$ cat src/rtl/instr_encoder_if.sv
// Request and instruction-memory write bus of instr_encoder.
// master: host/test port side; slave: the encoder itself.
interface instr_encoder_if #(
   parameter int ADDR_W = 8
);
   logic              req_valid;
   logic              req_ready;
   logic [2:0]        req_kind;
   logic [2:0]        req_alu;
   logic [4:0]        req_rd;
   logic [4:0]        req_rs1;
   logic [4:0]        req_rs2;
   logic [12:0]       req_imm;
   logic              imem_we;
   logic [ADDR_W-1:0] imem_addr;
   logic [31:0]       imem_wdata;
   logic [ADDR_W:0]   count;
   logic              full;
   logic              err;

   modport master (
      output req_valid, req_kind, req_alu, req_rd, req_rs1, req_rs2, req_imm,
      input  req_ready, imem_we, imem_addr, imem_wdata, count, full, err
   );

   modport slave (
      input  req_valid, req_kind, req_alu, req_rd, req_rs1, req_rs2, req_imm,
      output req_ready, imem_we, imem_addr, imem_wdata, count, full, err
   );
endinterface

$ cat src/rtl/instr_encoder.sv
// instr_encoder: turns field-level RV32I requests into instruction words and
// writes them sequentially into instruction memory, one word per cycle.
// Optional feature macro: ENC_BRANCH_EN (BEQ encoding; when undefined,
// kind 4 is treated as an illegal request).
module instr_encoder #(
   parameter int ADDR_W = 8
) (
   input  logic clk,
   input  logic rst,
   input  logic clr,
   instr_encoder_if.slave bus
);
   localparam logic [ADDR_W:0] DEPTH_C = (ADDR_W+1)'(1) << ADDR_W;

   localparam logic [6:0] OP_R  = 7'b0110011;
   localparam logic [6:0] OP_I  = 7'b0010011;
   localparam logic [6:0] OP_LW = 7'b0000011;
   localparam logic [6:0] OP_SW = 7'b0100011;
`ifdef ENC_BRANCH_EN
   localparam logic [6:0] OP_B  = 7'b1100011;
`endif

   typedef enum logic [1:0] {S_IDLE, S_WRITE, S_FULL} state_t;

   state_t            state_q, state_d;
   logic [ADDR_W-1:0] addr_q, addr_d;
   logic [31:0]       wdata_q, wdata_d;
   logic [ADDR_W:0]   count_q, count_d;
   logic              full_q, full_d;
   logic              err_q, err_d;

   logic              legal;
   logic [31:0]       word;
   logic              alu_ok;
   logic [2:0]        f3;
   logic [6:0]        f7;
   logic              last_write;
   logic              ready;
   logic              accept;
   logic              commit;

`ifndef ENC_BRANCH_EN
   // Branch offset MSB only feeds the BEQ format, which is compiled out here.
   logic unused_imm12;
   assign unused_imm12 = bus.req_imm[12];
`endif

   // Encode the request into a word and classify it as legal/illegal.
   always_comb begin
      alu_ok = 1'b1;
      f3     = 3'b000;
      f7     = 7'b0000000;
      unique case (bus.req_alu)
         3'b000:  f3 = 3'b000;
         3'b001:  begin f3 = 3'b000; f7 = 7'b0100000; end
         3'b010:  f3 = 3'b111;
         3'b011:  f3 = 3'b110;
         3'b101:  f3 = 3'b010;
         default: alu_ok = 1'b0;
      endcase

      legal = 1'b0;
      word  = '0;
      case (bus.req_kind)
         3'd0: begin
            legal = alu_ok;
            word  = {f7, bus.req_rs2, bus.req_rs1, f3, bus.req_rd, OP_R};
         end
         3'd1: begin
            // sub has no immediate form
            legal = alu_ok && (bus.req_alu != 3'b001);
            word  = {bus.req_imm[11:0], bus.req_rs1, f3, bus.req_rd, OP_I};
         end
         3'd2: begin
            legal = 1'b1;
            word  = {bus.req_imm[11:0], bus.req_rs1, 3'b010, bus.req_rd, OP_LW};
         end
         3'd3: begin
            legal = 1'b1;
            word  = {bus.req_imm[11:5], bus.req_rs2, bus.req_rs1, 3'b010,
                     bus.req_imm[4:0], OP_SW};
         end
`ifdef ENC_BRANCH_EN
         3'd4: begin
            // branch offsets are halfword-aligned; bit 0 is not encodable
            legal = !bus.req_imm[0];
            word  = {bus.req_imm[12], bus.req_imm[10:5], bus.req_rs2, bus.req_rs1,
                     3'b000, bus.req_imm[4:1], bus.req_imm[11], OP_B};
         end
`endif
         default: begin
            legal = 1'b0;
            word  = '0;
         end
      endcase
   end

   // Handshake, pointer/count advance, FSM next state and clear handling.
   always_comb begin
      last_write = (count_q + (ADDR_W+1)'(1)) == DEPTH_C;
      ready      = !rst && !clr && (state_q != S_FULL) &&
                   !((state_q == S_WRITE) && last_write);
      accept     = bus.req_valid && ready;
      commit     = (state_q == S_WRITE);

      count_d = count_q + (ADDR_W+1)'(commit);
      // hold the pointer on the final write so it never wraps
      addr_d  = (commit && !last_write) ? addr_q + ADDR_W'(1) : addr_q;
      wdata_d = (accept && legal) ? word : wdata_q;
      err_d   = err_q | (accept && !legal);

      if (accept && legal)
         state_d = S_WRITE;
      else if ((commit && last_write) || (state_q == S_FULL))
         state_d = S_FULL;
      else
         state_d = S_IDLE;

      full_d = (count_d == DEPTH_C);

      if (clr) begin
         state_d = S_IDLE;
         addr_d  = '0;
         count_d = '0;
         err_d   = 1'b0;
         full_d  = 1'b0;
      end
   end

   // State registers with synchronous reset.
   always_ff @(posedge clk) begin
      if (rst) begin
         state_q <= S_IDLE;
         addr_q  <= '0;
         wdata_q <= '0;
         count_q <= '0;
         full_q  <= 1'b0;
         err_q   <= 1'b0;
      end else begin
         state_q <= state_d;
         addr_q  <= addr_d;
         wdata_q <= wdata_d;
         count_q <= count_d;
         full_q  <= full_d;
         err_q   <= err_d;
      end
   end

   assign bus.req_ready  = ready;
   // A write cycle coinciding with rst/clr is dropped.
   assign bus.imem_we    = (state_q == S_WRITE) && !rst && !clr;
   assign bus.imem_addr  = addr_q;
   assign bus.imem_wdata = wdata_q;
   assign bus.count      = count_q;
   assign bus.full       = full_q;
   assign bus.err        = err_q;
endmodule

$ cat src/flat_wrapper.sv
// flat-port wrapper written by rule: the top's interface ports become plain ports
module instr_encoder_flat 
#(
   parameter int ADDR_W = 8
)
  (clk, rst, clr, bus_req_valid, bus_req_kind, bus_req_alu, bus_req_rd, bus_req_rs1, bus_req_rs2, bus_req_imm, bus_req_ready, bus_imem_we, bus_imem_addr, bus_imem_wdata, bus_count, bus_full, bus_err);
  instr_encoder_if #(.ADDR_W(ADDR_W)) bus_i ();
  input  logic clk;
  input  logic rst;
  input  logic clr;
  input wire logic [$bits(bus_i.req_valid)-1:0] bus_req_valid;
  input wire logic [$bits(bus_i.req_kind)-1:0] bus_req_kind;
  input wire logic [$bits(bus_i.req_alu)-1:0] bus_req_alu;
  input wire logic [$bits(bus_i.req_rd)-1:0] bus_req_rd;
  input wire logic [$bits(bus_i.req_rs1)-1:0] bus_req_rs1;
  input wire logic [$bits(bus_i.req_rs2)-1:0] bus_req_rs2;
  input wire logic [$bits(bus_i.req_imm)-1:0] bus_req_imm;
  output wire logic [$bits(bus_i.req_ready)-1:0] bus_req_ready;
  output wire logic [$bits(bus_i.imem_we)-1:0] bus_imem_we;
  output wire logic [$bits(bus_i.imem_addr)-1:0] bus_imem_addr;
  output wire logic [$bits(bus_i.imem_wdata)-1:0] bus_imem_wdata;
  output wire logic [$bits(bus_i.count)-1:0] bus_count;
  output wire logic [$bits(bus_i.full)-1:0] bus_full;
  output wire logic [$bits(bus_i.err)-1:0] bus_err;
  assign bus_i.req_valid = bus_req_valid;
  assign bus_i.req_kind = bus_req_kind;
  assign bus_i.req_alu = bus_req_alu;
  assign bus_i.req_rd = bus_req_rd;
  assign bus_i.req_rs1 = bus_req_rs1;
  assign bus_i.req_rs2 = bus_req_rs2;
  assign bus_i.req_imm = bus_req_imm;
  assign bus_req_ready = bus_i.req_ready;
  assign bus_imem_we = bus_i.imem_we;
  assign bus_imem_addr = bus_i.imem_addr;
  assign bus_imem_wdata = bus_i.imem_wdata;
  assign bus_count = bus_i.count;
  assign bus_full = bus_i.full;
  assign bus_err = bus_i.err;
  instr_encoder #(.ADDR_W(ADDR_W)) u_core (.clk(clk), .rst(rst), .clr(clr), .bus(bus_i));
endmodule
$ cat config.mk
export PLATFORM = sky130hd
export DESIGN_NAME = instr_encoder_flat
export DESIGN_NICKNAME = d
export VERILOG_FILES = /design/src/rtl/instr_encoder_if.sv /design/src/rtl/instr_encoder.sv /design/src/flat_wrapper.sv
export SDC_FILE = /design/constraint.sdc
export NUM_CORES = 1
export LEC_CHECK = 0
export ABC_AREA = 1
export BUFFER_PORTS_ARGS = -buffer_cell sky130_fd_sc_hd__buf_2
export CORE_MARGIN = 3
export CORE_UTILIZATION = 53
export DETAILED_ROUTE_END_ITERATION = 10
export HOLD_SLACK_MARGIN = 0.12
export PLACE_DENSITY = 0.85
export SLEW_MARGIN = 20
export SYNTH_ARGS = -nofsm -noshare
export SYNTH_HDL_FRONTEND = slang
export SYNTH_SLANG_ARGS = --single-unit
$ cat constraint.sdc
create_clock -name clk -period 2.47 [get_ports clk]
set_clock_uncertainty 0.05 [all_clocks]
set_input_delay 0.494 -clock clk [delete_from_list [all_inputs] [get_ports clk]]
set_output_delay 0.494 -clock clk [all_outputs]
set_load 0.01 [all_outputs]
; Yosys cells after proc, flatten, opt, wreduce, memory -nomap -nowiden
; Cells that the tools add are included.
[word_totals]
input_bits = 38
out_inout_bits = 53
regBits = 53
[classes]
reduce_logical = 23
n_addsub = 3
n_bitwise = 1
muxes = 7
eq_ne = 13
[ops]
columns = operator, count
row1 = 32-bit case mux with 4 select lines, 1
row2 = 9-bit equality test (second input constant), 2
row3 = 3-bit by 2-bit equality test with 1-bit output (second input constant), 4
row4 = 1-bit logical AND, 11
row5 = 9-bit by 1-bit adder with 9-bit output, 1
row6 = 9-bit by 1-bit adder with 9-bit output (second input constant), 1
row7 = 3-bit case mux with 3 select lines, 1
row8 = 8-bit by 1-bit adder with 8-bit output (second input constant), 1
row9 = 3-bit by 1-bit equality test with 1-bit output (second input constant), 2
row10 = 3-bit logical NOT, 2
row11 = 6-bit two-way mux, 1
row12 = 1-bit logical NOT, 5
row13 = 5-bit OR reduction, 1
row14 = 2-bit OR reduction, 2
row15 = 3-bit equality test (second input constant), 1
row16 = 3-bit by 1-bit inequality test with 1-bit output (second input constant), 1
row17 = 1-bit case mux with 3 select lines, 1
row18 = 3-bit OR reduction, 1
row19 = 2-bit by 1-bit equality test with 1-bit output (second input constant), 1
row20 = 2-bit equality test (second input constant), 1
row21 = 1-bit two-way mux, 2
row22 = 2-bit two-way mux, 1
row23 = 2-bit inequality test (second input constant), 1
row24 = 1-bit logical OR, 1
row25 = 1-bit bitwise OR, 1

; Longest topological paths before layout
; Gate-level depths: netlist of run 1.
[logic_depth]
ltp_word = 8
mapped_depth = 11
depth_no_buf = 11

; Least setup slack after synthesis of run 1
; Ideal clock, no wire load.
[synth_path]
path_kind = input to output
from = input port clr
to = output port bus_req_ready
path_slack_ps = 593
arrival_ps = 1333
cell_stages = 4
n_path_buf = 2
required_ps = 1926
path_cell_list = or2_4 > clkbuf_1 > clkbuf_1 > nor2_1
[synth_via]
elab_chain_cells = 4
[synth_lines]
columns = element, line
row1 = "start, declared", flat_wrapper.sv:10  ; input logic clr;
row2 = 1-bit logical NOT, instr_encoder.sv:101  ; ready = !rst && !clr && (state_q != S_FULL) &&
row3 = 1-bit logical AND (3 in series), instr_encoder.sv:101
row4 = "end, declared", flat_wrapper.sv:18  ; output wire logic [$bits(bus_i.req_ready)-1:0] bus_req_ready;
; Every way passes these cells.

; Worst setup path after layout of run 1
[layout_path]
from = register u_core.count_q[5] (netlist: u_core.bus.count[5])
to = output port bus_req_ready
[layout_via]
elab_chain_cells = 5
[layout_lines]
columns = element, line
row1 = "start, declared", instr_encoder.sv:28  ; logic [ADDR_W:0] count_q, count_d;
row2 = "start signal, assigned", instr_encoder.sv:143  ; count_q <= count_d;
row3 = 9-bit by 1-bit adder with 9-bit output, instr_encoder.sv:100  ; last_write = (count_q + (ADDR_W+1)'(1)) == DEPTH_C;
row4 = 9-bit equality test, instr_encoder.sv:100
row5 = 1-bit logical AND, instr_encoder.sv:102  ; !((state_q == S_WRITE) && last_write);
row6 = 1-bit logical NOT, instr_encoder.sv:102
row7 = 1-bit logical AND, instr_encoder.sv:101
; Every way passes these cells.

==> flow_results.org, run 1 <==
** Clock network
- Clk buf depth :: 2
- CTS built an H-tree with a depth of 2.
- Clock tree from TritonCTS :: yes
- Counting every sink on the clock net gives 49.
- Quantity of hold-fixing buffers added after cts :: 0
- Buffers inserted during clock tree synthesis total 5.
- Root buffer cell :: clkbuf_8
- Insertion delay to the later sink of the worst-skew pair :: 290 ps
- Reg clk slew, reported paths :: 80 ps
- In this run the post-CTS setup repair buffer count came out at 0.
- Count of instances resized after the clock tree is built :: 0

** Timing
- Measured against its own limit, the worst slew margin works out to 49.4%.
- At the pin with the least slew margin, the transition time is 755 ps.
- Final setup violation count :: 0
- Derived from the worst setup path, the maximum achievable clock frequency is 492 MHz.
- Setup repair after global routing left no endpoint under its margin.
- Share of the clock period used by the worst path :: 82.2%
- Tmin final :: 2030 ps
- The hold violation count in the final report came to 0.
- The max-slew violation count was 0.
- Setup total negative slack on the finished layout was measured at 0 ps.

** Setup path
- For flop-to-flop paths, the worst setup slack is 650 ps.
- For the worst setup path, the data required time is 1930 ps.
- Max stage delay on crit path :: 390 ps
- Critical path buffer and inverter count :: 1
- STA classifies the critical path endpoint as a primary output.
- Category of the critical setup timing path :: flip-flop to primary output
- For the worst setup path, the data arrival time is 1490 ps.
- CP cell instances :: nand2_1 > nor2_2 > nand4_2 > o21ai_0 > nor2_1 > buf_2
- Number of cells on the critical path :: 6
- Along the worst path, the maximum fanout reaches 4.
- Standard cell with the maximum stage delay on the critical path :: dfxtp_1
- The number of cells on the worst reg-to-reg path is 10.
- STA classifies the critical path startpoint as a flip-flop.
- Grouping stages by cell kind, the critical path spends the most delay in simple AND/OR/NAND/NOR gates.

** Final layout
- Post-layout nets :: 490
- FILL cells :: 380
- Final std cell area, no fill :: 2950 µm²
- Measured on the finished design, the core utilization comes to 70.3%.
- Area taken by flip-flops and latches :: 981 µm²
- Final instance count without filler cells :: 500
- The post-route netlist has 23.3% of its cells at a drive strength greater than 1.
- Area Overhead vs Synth :: 22.3%
- Antenna diode instance count :: 0
- Summing all multi-input logic gate instances after layout gives 1120 µm².

** Floorplan
- Placeable core region :: 4200 µm²
- Top Ports :: 91
- Starting density of the core :: 57.5%
- Horiz. Die Dim :: 73.5 µm
- The floorplan step defined a die boundary enclosing 5400 µm².
- Number of rows created at floorplan :: 23
- Measured along the y axis, the die boundary spans 73.5 µm.

** Power and ir drop
- Power per Cell Area :: 531 nW/µm²
- In this run the static leakage power is 1.62 nW.
- VDD sags by at most 0.414 mV.

** Global route
- Entering global routing, the biggest net connects 43 pins.
- For this run the aggregate overflow at the end of global routing stands at 0.
- The number of global-route vias before repair came to 2153.
- Wire length of the first global-routing pass :: 8810 µm
- In the global route stage, overall resource usage came out at 20.2%.
- Number of antenna violations at the first check in global routing :: 0

** Drt
- The detail route stage leaves a number of antenna-violating nets equal to 0.
- Total number of vias :: 2318
- Routed wire length per instance :: 10.3 µm
- In the routed design, unresolved DRC markers number 0.
- Pre-antenna DRT Iters :: 4
- Starting DRC count in detailed routing :: 44
- Via-per-instance ratio :: 4.64
- For this block, the routed nets add up to 5160 µm of wire.

** Synthesis
- The synthesized design contains 49 register bits.
- Yosys top cell by area :: dfxtp_1
- Number of distinct standard cells referenced by the synthesized netlist :: 30
- After synthesis the cells add up to 2410 µm².
- Sorting the synthesized cells by area gives the leading types as dfxtp_1, nand2_1, nor2_1, inv_1, xor2_1.
- The Yosys step of the flow raised 0 warnings.
- Post-synthesis cell count :: 366
- In this run the biggest area consumer among cell types represents 40.6% of the synthesized area.
- Avg Cell Area, Syn :: 6.60 µm²
- For this run, the register share of the synthesized area comes to 40.6%.

** Run
- Across the run, the number of max-cap violations was 0.

** Placement
- DP Wirelength :: 4000 µm
- Placed cells :: 492
- Routability congestion estimate :: 0.851
- Summing all placed instances gives a cell area of 2840 µm².
- In this run the tool buffered the top-level ports with 86 buffer cells.

** Min path
- Worst min-delay path category :: input port to flip-flop
- Counting instances, the worst hold path has a depth of 2.

** Status
- The flow ran to the end, and the final reports show no timing, DRC or antenna violations.
## registers in the layout, summed over array words and instances, names as in the netlist
name and flops:
u_core.bus.imem_addr 8, u_core.bus.err 1, u_core.bus.imem_wdata 28, u_core.bus.count 9, u_core.bus.full 1, u_core.state_q 2
## layout make-up
cell class / instances / share of cell area [%]
clock buffers: 7 / 2.92
clock inverters: 1 / 1.02
inverters: 62 / 7.88
multi-input cells: 244 / 38.0
flip-flops and latches: 49 / 33.2
well taps: 50 / 2.12
repair buffers: 87 / 14.8
## per-layer routing
metal / global-route usage [%] / share of wire [%] / up-vias
met3: 7.66 / 9.8 / 4
met5: 0 / 0 / -
li1: - / - / 1250
met2: 36.8 / 49 / 73
met1: 22.3 / 41 / 991
met4: 4.02 / 0.70 / 0
## logic make-up after synthesis
logic type | share of synthesized area [%]
AO/OA/AOI/OAI | 6.11
XOR/XNOR | 3.63
adder cells (fa/ha/maj) | 1.55
buffers and inverters | 13.2
flip-flops | 40.6
other | 0.155
AND/OR/NAND/NOR | 34.7
## cell usage after synthesis
cell type / instances
nor2_4: 1
o21ai_0: 12
a21oi_4: 1
nand3_2: 1
inv_1: 59
xor2_1: 8
nand2_1: 92
o21bai_1: 1
or2_2: 1
buf_6: 1
a21oi_1: 5
nor3_1: 5
ha_1: 3
nand4_2: 1
nor4_1: 1
nor3b_1: 1
clkinv_1: 1
conb_1: 1
clkbuf_1: 4
o31ai_1: 1
xnor2_1: 2
or2_4: 1
inv_2: 2
dfxtp_1: 49
nand4_4: 1
o22ai_1: 5
nor2_2: 2
buf_4: 8
nor2_1: 87
nand3_1: 9
## cell usage in the layout (no fill, tap or decap), types with 3 or more instances in the layout
| cell | n |
|---|---|
| nand2_1 | 92 |
| nor2_1 | 87 |
| buf_2 | 86 |
| inv_1 | 59 |
| dfxtp_1 | 49 |
| o21ai_0 | 12 |
| nand3_1 | 9 |
| xor2_1 | 8 |
| clkbuf_8 | 6 |
| nor3_1 | 5 |
| a21oi_1 | 5 |
| o22ai_1 | 5 |
| ha_1 | 3 |
| conb_1 | 3 |
## per-stage QoR
| step | hold WS, ps | power (mW) | worst slack (ps) |
|---|---|---|---|
| floorplan | 437 | 0.949 | 593 |
| global placement | 397 | 1.01 | 582 |
| detailed placement | 404 | 1.01 | 544 |
| CTS | 332 | 1.59 | 418 |
| global route | 352 | 1.64 | 309 |
| finish | 344 | 1.57 | 439 |
## where the power goes
| part | total, mW | leakage (nW) | switching, mW | internal [mW] |
|---|---|---|---|---|
| Clock | 0.574 | 0.0585 | 0.244 | 0.330 |
| Sequential | 0.818 | 0.397 | 0.00943 | 0.808 |
| Combinational | 0.176 | 1.16 | 0.107 | 0.0689 |
## final timing paths
kind                                                           start                               endpoint
worst max-delay path                  u_core.bus.count[5]$_SDFF_PP0_                          bus_req_ready
worst min-delay path                                             rst  u_core.bus.imem_wdata[1]$_SDFFE_PP0P_
worst max register to register          u_core.state_q[1]$_SDFF_PP0_             u_core.bus.full$_SDFF_PP0_
worst min register to register  u_core.bus.imem_addr[7]$_SDFFE_PP0P_   u_core.bus.imem_addr[7]$_SDFFE_PP0P_
Note: power is estimated with default switching activity, not from simulation.
==> inputs of run 2 (changes only) <==
--- a/config.mk
+++ b/config.mk
@@ -5,13 +5,13 @@
 export SDC_FILE = /design/constraint.sdc
 export NUM_CORES = 1
 export LEC_CHECK = 0
-export ABC_AREA = 1
+export ABC_AREA = 0
 export BUFFER_PORTS_ARGS = -buffer_cell sky130_fd_sc_hd__buf_2
 export CORE_MARGIN = 3
-export CORE_UTILIZATION = 53
+export CORE_UTILIZATION = 49
 export DETAILED_ROUTE_END_ITERATION = 10
 export HOLD_SLACK_MARGIN = 0.12
-export PLACE_DENSITY = 0.85
+export PLACE_DENSITY = 0.8
 export SLEW_MARGIN = 20
 export SYNTH_ARGS = -nofsm -noshare
 export SYNTH_HDL_FRONTEND = slang
==> constraint.sdc (replaced) <==
create_clock -name clk -period 2.1 [get_ports clk]
set_clock_uncertainty 0.05 [all_clocks]
set_input_delay 0.42 -clock clk [delete_from_list [all_inputs] [get_ports clk]]
set_output_delay 0.42 -clock clk [all_outputs]
set_load 0.01 [all_outputs]
==> run 2 against run 1 <==
Compared with the run above: combinational power is 8% higher; first-iteration DRC count increased by 140%; synthesized area shrank 1.1%; via count is 5.8% lower; sequential share of layout area fell by 1.4 points; final cell count shrank 14%; register-to-register slack worse by 510 ps; sequential cell count unchanged; clock power shrank 7.0%; routed wire length rose by 8.1%; worst hold slack got worse by 59 ps; synthesized cell count down 29%; critical endpoint unchanged.
==> flow_results.org, run 2 <==
** Synthesis
- By count the netlist is led by dfxtp_1, nand2_1, mux2i_1, mux2_2, nor2_1.
- Number of enable flip-flop cells after synthesis :: 0
- Sequential-to-total area share from yosys stat :: 41.1%
- Post-synthesis cell count :: 260
- In the synthesized netlist the async set-or-reset flop fraction comes to 0%.
- Among all cell types in the netlist, the one instantiated most often is dfxtp_1.
- Share of the synthesized area in the top cell type :: 41.1%
- Most area-consuming cells after synthesis :: dfxtp_1, mux2i_1, mux2_2, nand2_1, o21ai_0
- #FFs+latches synth :: 49
- The cell area that synthesis handed to floorplanning was 2390 µm².
- Summed over all instances, the cell type with the most area after synthesis is dfxtp_1.
- Among all flip-flop cells after synthesis, the most frequent one is dfxtp_1.
- Number of distinct standard cells referenced by the synthesized netlist :: 50
- Avg Cell Area, Syn :: 9.18 µm²
- Warning count from the yosys run :: 0

** Setup path
- In this run the critical register-to-register path is launched from u_core.state_q[1]$_SDFF_PP0_.
- Category of the critical setup timing path :: flip-flop to primary output
- Data on the critical path arrives at its endpoint at 1580 ps.
- Data on the critical path is required at its endpoint by 1630 ps.
- Worst-case reg-to-reg path depth :: 8
- For flop-to-flop paths, the worst setup slack is 140 ps.
- In this run the worst setup path begins at u_core.bus.count[8]$_SDFF_PP0_.
- Critical Path Source Type :: flip-flop
- Critical path buffer and inverter count :: 2
- STA classifies the critical path endpoint as a primary output.
- The most critical setup path has its endpoint at bus_req_ready.
- In this run the worst path has a maximum fanout of 4.
- In this run the number of cells on the critical path is 5.
- The slowest stage of the critical path is the dfxtp_1 cell.
- Capture point of the worst reg-to-reg path :: u_core.bus.full$_SDFF_PP0_
- The critical path goes through nand3b_1 > o41ai_4 > buf_4 > nor2_1 > buf_2.
- Max stage delay on crit path :: 340 ps
- Kind of cell adding the most delay to the critical path :: flip-flops

** Timing
- The hold violation count in the final report came to 0.
- The max-slew violation count came to 0.
- Fmax :: 489 MHz
- Final sum of negative setup slack :: 0 ps
- Hold WS :: 285 ps
- Across all setup checks in the final design, the least slack found is 53.5 ps.
- Tmin final :: 2050 ps
- Share of the clock period used by the worst path :: 97.5%
- Setup violations remaining at the end of the flow were counted as 0.

** Final layout
- Summing all non-filler instances in the final layout gives an area of 3110 µm².
- Most common cell after layout, fill and taps aside :: buf_2
- After the flow finishes, the layout carries non-filler instances totaling 428.
- The net count of the finished layout is 403.
- 0 antenna diodes ended up in the layout.
- Area Overhead vs Synth :: 30.1%
- Layout cells sized above 1 :: 40.2%
- Leaving out fill and tap cells, the most frequent cells in the layout are buf_2, dfxtp_1, nand2_1.
- Cells fill 68.5% of the core in the end.
- Largest register FFs :: 28

** Global route
- Number of antenna violations at the first check in global routing :: 0
- Entering global routing, the biggest net connects 20 pins.
- The number of global-route vias before repair was 1944.
- Total track usage :: 19.2%
- The first global-routing pass estimated 8510 µm of wire.
- Global routing finished with a remaining overflow of 0.

** Placement
- In this run, placement finished with an instance count of 419.
- The wire-length estimate of the detail-placed layout is 4260 µm.
- Prior to clock tree synthesis, the placed netlist has a worst setup slack of 52.8 ps.
- Routability congestion estimate :: 0.827
- Standard cell area after detailed placement :: 2960 µm²
- Input and output buffers added on the ports amount to 86.

** Power and ir drop
- Power consumption :: 1.67 mW
- Peak ir drop on the vdd network :: 0.370 mV
- LEAKAGE :: 1.54 nW
- In this run the power density over the cells is 538 nW/µm².

** Floorplan
- The floorplan step set the die height to 75.8 µm.
- Starting density of the core :: 52.6%
- Number of rows created at floorplan :: 24
- Die area :: 5750 µm²
- Horiz. Die Dim :: 75.8 µm
- 91 I/O pins were placed.
- Placeable core region :: 4530 µm²

** Drt
- Total Wirelength :: 5580 µm
- Pre-antenna DRT Iters :: 4
- Starting DRC count in detailed routing :: 104
- In the routed layout, each cell is associated on average with a via count of 5.10.
- After detailed routing, the number of remaining DRC violations is 0.
- ANT nets after route :: 0
- The detailed router placed 2183 vias in this run.
- After detailed routing, the average wire length per cell comes to 13.0 µm.

** Clock network
- The root buffer cell chosen for the clock tree is clkbuf_8.
- Clock tree from TritonCTS :: yes
- In this run the number of H-tree levels came out at 2.
- TritonCTS sink count :: 49
- Insertion delay to the later sink of the worst-skew pair :: 290 ps
- Clock-pin slew was measured on the worst setup and hold paths at 90 ps.
- Hold repair after CTS inserted 0 buffers.
- Clk buf depth :: 2
- Number of CTS-inserted buffers :: 5

** Status
- The flow ran to the end, and the final reports show no timing, DRC or antenna violations.

** Run
- Max cap viols :: 0

** Min path
- Worst min-delay path category :: input port to flip-flop
==> run 2: cell types whose count changed in the layout (fill, tap and decap cells not counted), sizes merged, moves of 4 or more <==
cell	before	now
and2	0	6
mux2	0	17
inv	61	5
nor2b	0	8
a21oi	6	10
mux2i	0	19
nor2	90	16
nand2b	0	5
xor2	8	3
or3	0	9
buf	87	108
o22ai	5	0
nand3	10	5
nand2	92	41
==> run 2: logic make-up (layout without fill, tap and decap cells) <==
logic type / Yosys count / after routing / share of synthesized area (%)
buffers and inverters: 21 / 122 / 5.77
other: 1 / 3 / 0.157
and+or+nand+nor: 106 / 106 / 23.1
xor gates and xnor gates: 7 / 7 / 2.57
DFF: 49 / 49 / 41.1
AOI/OAI and AO/OA: 37 / 37 / 9.80
adders and majority gates: 3 / 3 / 1.57
muxes: 36 / 36 / 16.0
==> run 2: repair_timing <==
| action | CTS | global route |
|---|---|---|
| setup buffers | 1 | 0 |
| setup endpoints to repair | 1 | 3 |
| gates resized for setup | 1 | 10 |
| pin swaps | 0 | 1 |
==> run 2: worst min-delay path by stage <==
stage	endpoint	cells after the start	startpoint
after detailed placement	u_core.bus.imem_wdata[22]$_SDFFE_PP0P_	2	u_core.bus.imem_wdata[22]$_SDFFE_PP0P_
after CTS	u_core.bus.imem_wdata[19]$_SDFFE_PP0P_	2	bus_req_rs1[4]
final	u_core.bus.imem_wdata[19]$_SDFFE_PP0P_	2	bus_req_rs1[4]
after floorplan	u_core.bus.imem_wdata[1]$_SDFFE_PP0P_	2	u_core.bus.imem_wdata[1]$_SDFFE_PP0P_
after global placement	u_core.bus.imem_wdata[28]$_SDFFE_PP0P_	2	u_core.bus.imem_wdata[28]$_SDFFE_PP0P_
after global routing	u_core.bus.imem_wdata[19]$_SDFFE_PP0P_	2	bus_req_rs1[4]
==> run 2: per-layer routing <==
metal	wire [µm]	GRT usage (%)
met4	90	6.21
met3	410	5.41
met5	0	0
met1	2400	24.1
met2	2680	31.6
==> run 2: final cells by class <==
class / count / area, µm²
inverters: 6 / 22.5
repair buffers: 108 / 608
clock inverters: 2 / 10.0
fillers: 376 / 1430
well taps: 65 / 81.3
flip-flops and latches: 49 / 987
clock buffers: 6 / 72.6
multi-input cells: 192 / 1320
==> run 2: power breakdown <==
group          internal, mW  total [mW]  switching (mW)
Combinational        0.0961       0.190          0.0939
Clock                 0.231       0.534           0.303
Sequential            0.939       0.946         0.00640
==> run 2: worst reg2reg max path: stages (launching register included) <==
cell	delay (ps)
dfxtp_1	320
nand2b_4	140
inv_1	90
ha_1	200
ha_2	230
nand4_1	120
or3_1	320
a21oi_1	190
nor4b_2	210
==> inputs of run 3 (changes only) <==
--- a/config.mk
+++ b/config.mk
@@ -7,7 +7,7 @@
 export LEC_CHECK = 0
 export ABC_AREA = 0
 export BUFFER_PORTS_ARGS = -buffer_cell sky130_fd_sc_hd__buf_2
-export CORE_MARGIN = 3
+export CORE_MARGIN = 8
 export CORE_UTILIZATION = 49
 export DETAILED_ROUTE_END_ITERATION = 10
 export HOLD_SLACK_MARGIN = 0.12
==> run 3 against run 2 <==
Compared with the run above: fmax is 1.3% higher; critical path type unchanged; largest power group unchanged; total power down 0.24%; critical endpoint unchanged; clock-buffer cell count did not move; sequential power about the same; non-clock buffer count down 4.
==> flow_results.org, run 3 (synthesized netlist as in run 2, its figures left out) <==
** Clock network
- The clock passes through at most 2 buffers.
- Number of CTS-inserted buffers :: 5
- CTS placed an instance of clkbuf_8 at the clock tree root.
- Reg clk slew, reported paths :: 90 ps
- Insertion delay to the later sink of the worst-skew pair :: 300 ps
- Clock tree from TritonCTS :: yes
- The clock tree synthesis step divided the H-tree into 2 levels.
- TritonCTS sink count :: 49
- In this run the post-CTS setup repair buffer count came out at 0.

** Drt
- Across all layers, the routed design uses 2151 vias.
- After detailed routing, the average wire length per cell comes to 13.6 µm.
- DRC violation count after routing :: 0
- In the routed layout, each cell is associated on average with a via count of 5.05.
- For this block, wires on met1 add up to 2440 µm.
- Routed wl met2 :: 2680 µm
- The final layout contains routed wiring with a total length of 5780 µm.
- The first detailed-routing pass took 4 iterations.
- Highest signal layer in the routed design :: met4
- Once detail routing completed, the nets flagged for antenna violations numbered 0.
- Starting DRC count in detailed routing :: 62
- Metal3 WL :: 547 µm

** Status
- Status :: complete, no violations

** Setup path
- The critical path goes through nand2b_1 > buf_4 > o41ai_4 > nor2_1 > buf_2.
- Category of the critical setup timing path :: flip-flop to primary output
- Critical Path Source Type :: flip-flop
- For the worst setup path, the data required time is 1630 ps.
- STA puts the critical path data arrival time at 1550 ps.
- Worst Path Max Fanout :: 3
- Standard cell with the maximum stage delay on the critical path :: o41ai_4
- Among cell families on the critical path, the largest total delay comes from compound AO/OA/AOI/OAI gates.
- Counting both buffers and inverters, the worst setup path holds a total of 2.
- Max stage delay on crit path :: 390 ps
- STA classifies the critical path endpoint as a primary output.

** Global route
- Global routing finished with a remaining overflow of 0.
- Via count of the first global-routing pass :: 2135
- Total track usage :: 15.9%
- The first global-routing pass estimated 9600 µm of wire.
- Entering global routing, the biggest net connects 19 pins.
- The initial antenna violation count was 0.

** Timing
- Fmax :: 495 MHz
- Dividing the final minimum period by the clock period gives 96.2%.
- In the final timing run, aggregate negative setup slack is 0 ps.
- Setup violations remaining at the end of the flow were counted as 0.
- Hold WS :: 273 ps
- The hold violation count in the final report is 0.
- Setup repair after global routing could not meet its margin everywhere.
- Fin. max-slew vios :: 0
- Tmin final :: 2020 ps

** Final layout
- Relative to the synthesized area, the layout overhead comes to 28.2%.
- Most frequent cells in the layout :: buf_2, dfxtp_1, nand2_1
- Util after Layout :: 64.8%
- FILL cells :: 399
- Most common cell after layout, fill and taps aside :: buf_2
- Final std cell area, no fill :: 3060 µm²
- Largest register FFs :: 28
- Layout cells sized above 1 :: 39.8%
- Area used by multi-input combinational logic :: 1310 µm²
- At the end of the flow, the number of nets in the layout was 399.
- The repair_antennas step left the layout with diodes totalling 0.
- Registers take 985 µm².

** Power and ir drop
- Peak ir drop on the vdd network :: 0.362 mV
- LEAKAGE :: 1.51 nW
- For this design the ratio of total power to cell area is 544 nW/µm².

** Floorplan
- The die is 85.8 µm wide.
- From bottom edge to top edge, the die measures 85.8 µm.
- The region available for standard cell placement spans 4720 µm².
- During I/O placement, the number of pins put on the boundary was 91.
- The initialized floorplan defines 25 standard-cell rows.
- Once the floorplan was initialized, standard cells occupied 50.5% of the core.
- Die area :: 7360 µm²

** Placement
- At the end of routability-driven placement, the weighted congestion stood at 0.752.
- Standard cell area after detailed placement :: 2940 µm²
- The count of buffers added on input and output ports is 86.
- Detailed placement finished with a half-perimeter wire length of 4470 µm.

** Min path
- Worst min-delay path category :: input port to flip-flop

** Run
- Max cap viols :: 0
-- run 3: cell type report --
| class | count | share of cell area, % |
|---|---|---|
| Multi-Input combinational cell | 192 | 42.8 |
| Clock inverter | 2 | 0.327 |
| Tap cell | 67 | 2.74 |
| Clock buffer | 6 | 2.37 |
| Sequential cell | 49 | 32.2 |
| Timing Repair Buffer | 104 | 18.9 |
| Inverter | 6 | 0.736 |
-- run 3: timing repair --
item | in CTS | in global routing
pin swaps | 0 | 0
hold buffers | 0 | 0
gates resized for setup | 1 | 9
setup endpoints to repair | 1 | 2
-- run 3: through the flow --
step	std cells	power (mW)	worst slack (ps)
finish	426	1.67	79.9
global route	426	1.74	-57.9
CTS	426	1.68	25.6
detailed placement	418	1.15	47.6
global placement	418	1.15	142
floorplan	262	1.08	226
-- run 3: power by group --
group | internal [mW] | switching (mW) | leakage (nW)
Combinational | 0.0899 | 0.0912 | 1.06
Sequential | 0.941 | 0.00608 | 0.397
Clock | 0.232 | 0.306 | 0.0450
-- run 3: path summary, 6_finish.rpt --
kind / start / end / slack [ps] / cells after the start
max: u_core.state_q[1]$_SDFF_PP0_ / bus_req_ready / 80 / 5
min: bus_req_rs1[4] / u_core.bus.imem_wdata[19]$_SDFFE_PP0P_ / 270 / 2
max reg2reg: u_core.state_q[1]$_SDFF_PP0_ / u_core.bus.full$_SDFF_PP0_ / 80 / 8
min reg2reg: u_core.bus.imem_wdata[22]$_SDFFE_PP0P_ / u_core.bus.imem_wdata[22]$_SDFFE_PP0P_ / 410 / 2
-- run 3: metal layers --
layer | vias to the layer above | GRT usage [%]
li1 | 1096 | -
met1 | 978 | 17.7
met2 | 66 | 26.0
met3 | 11 | 8.02
met4 | 0 | 4.94
met5 | - | 0
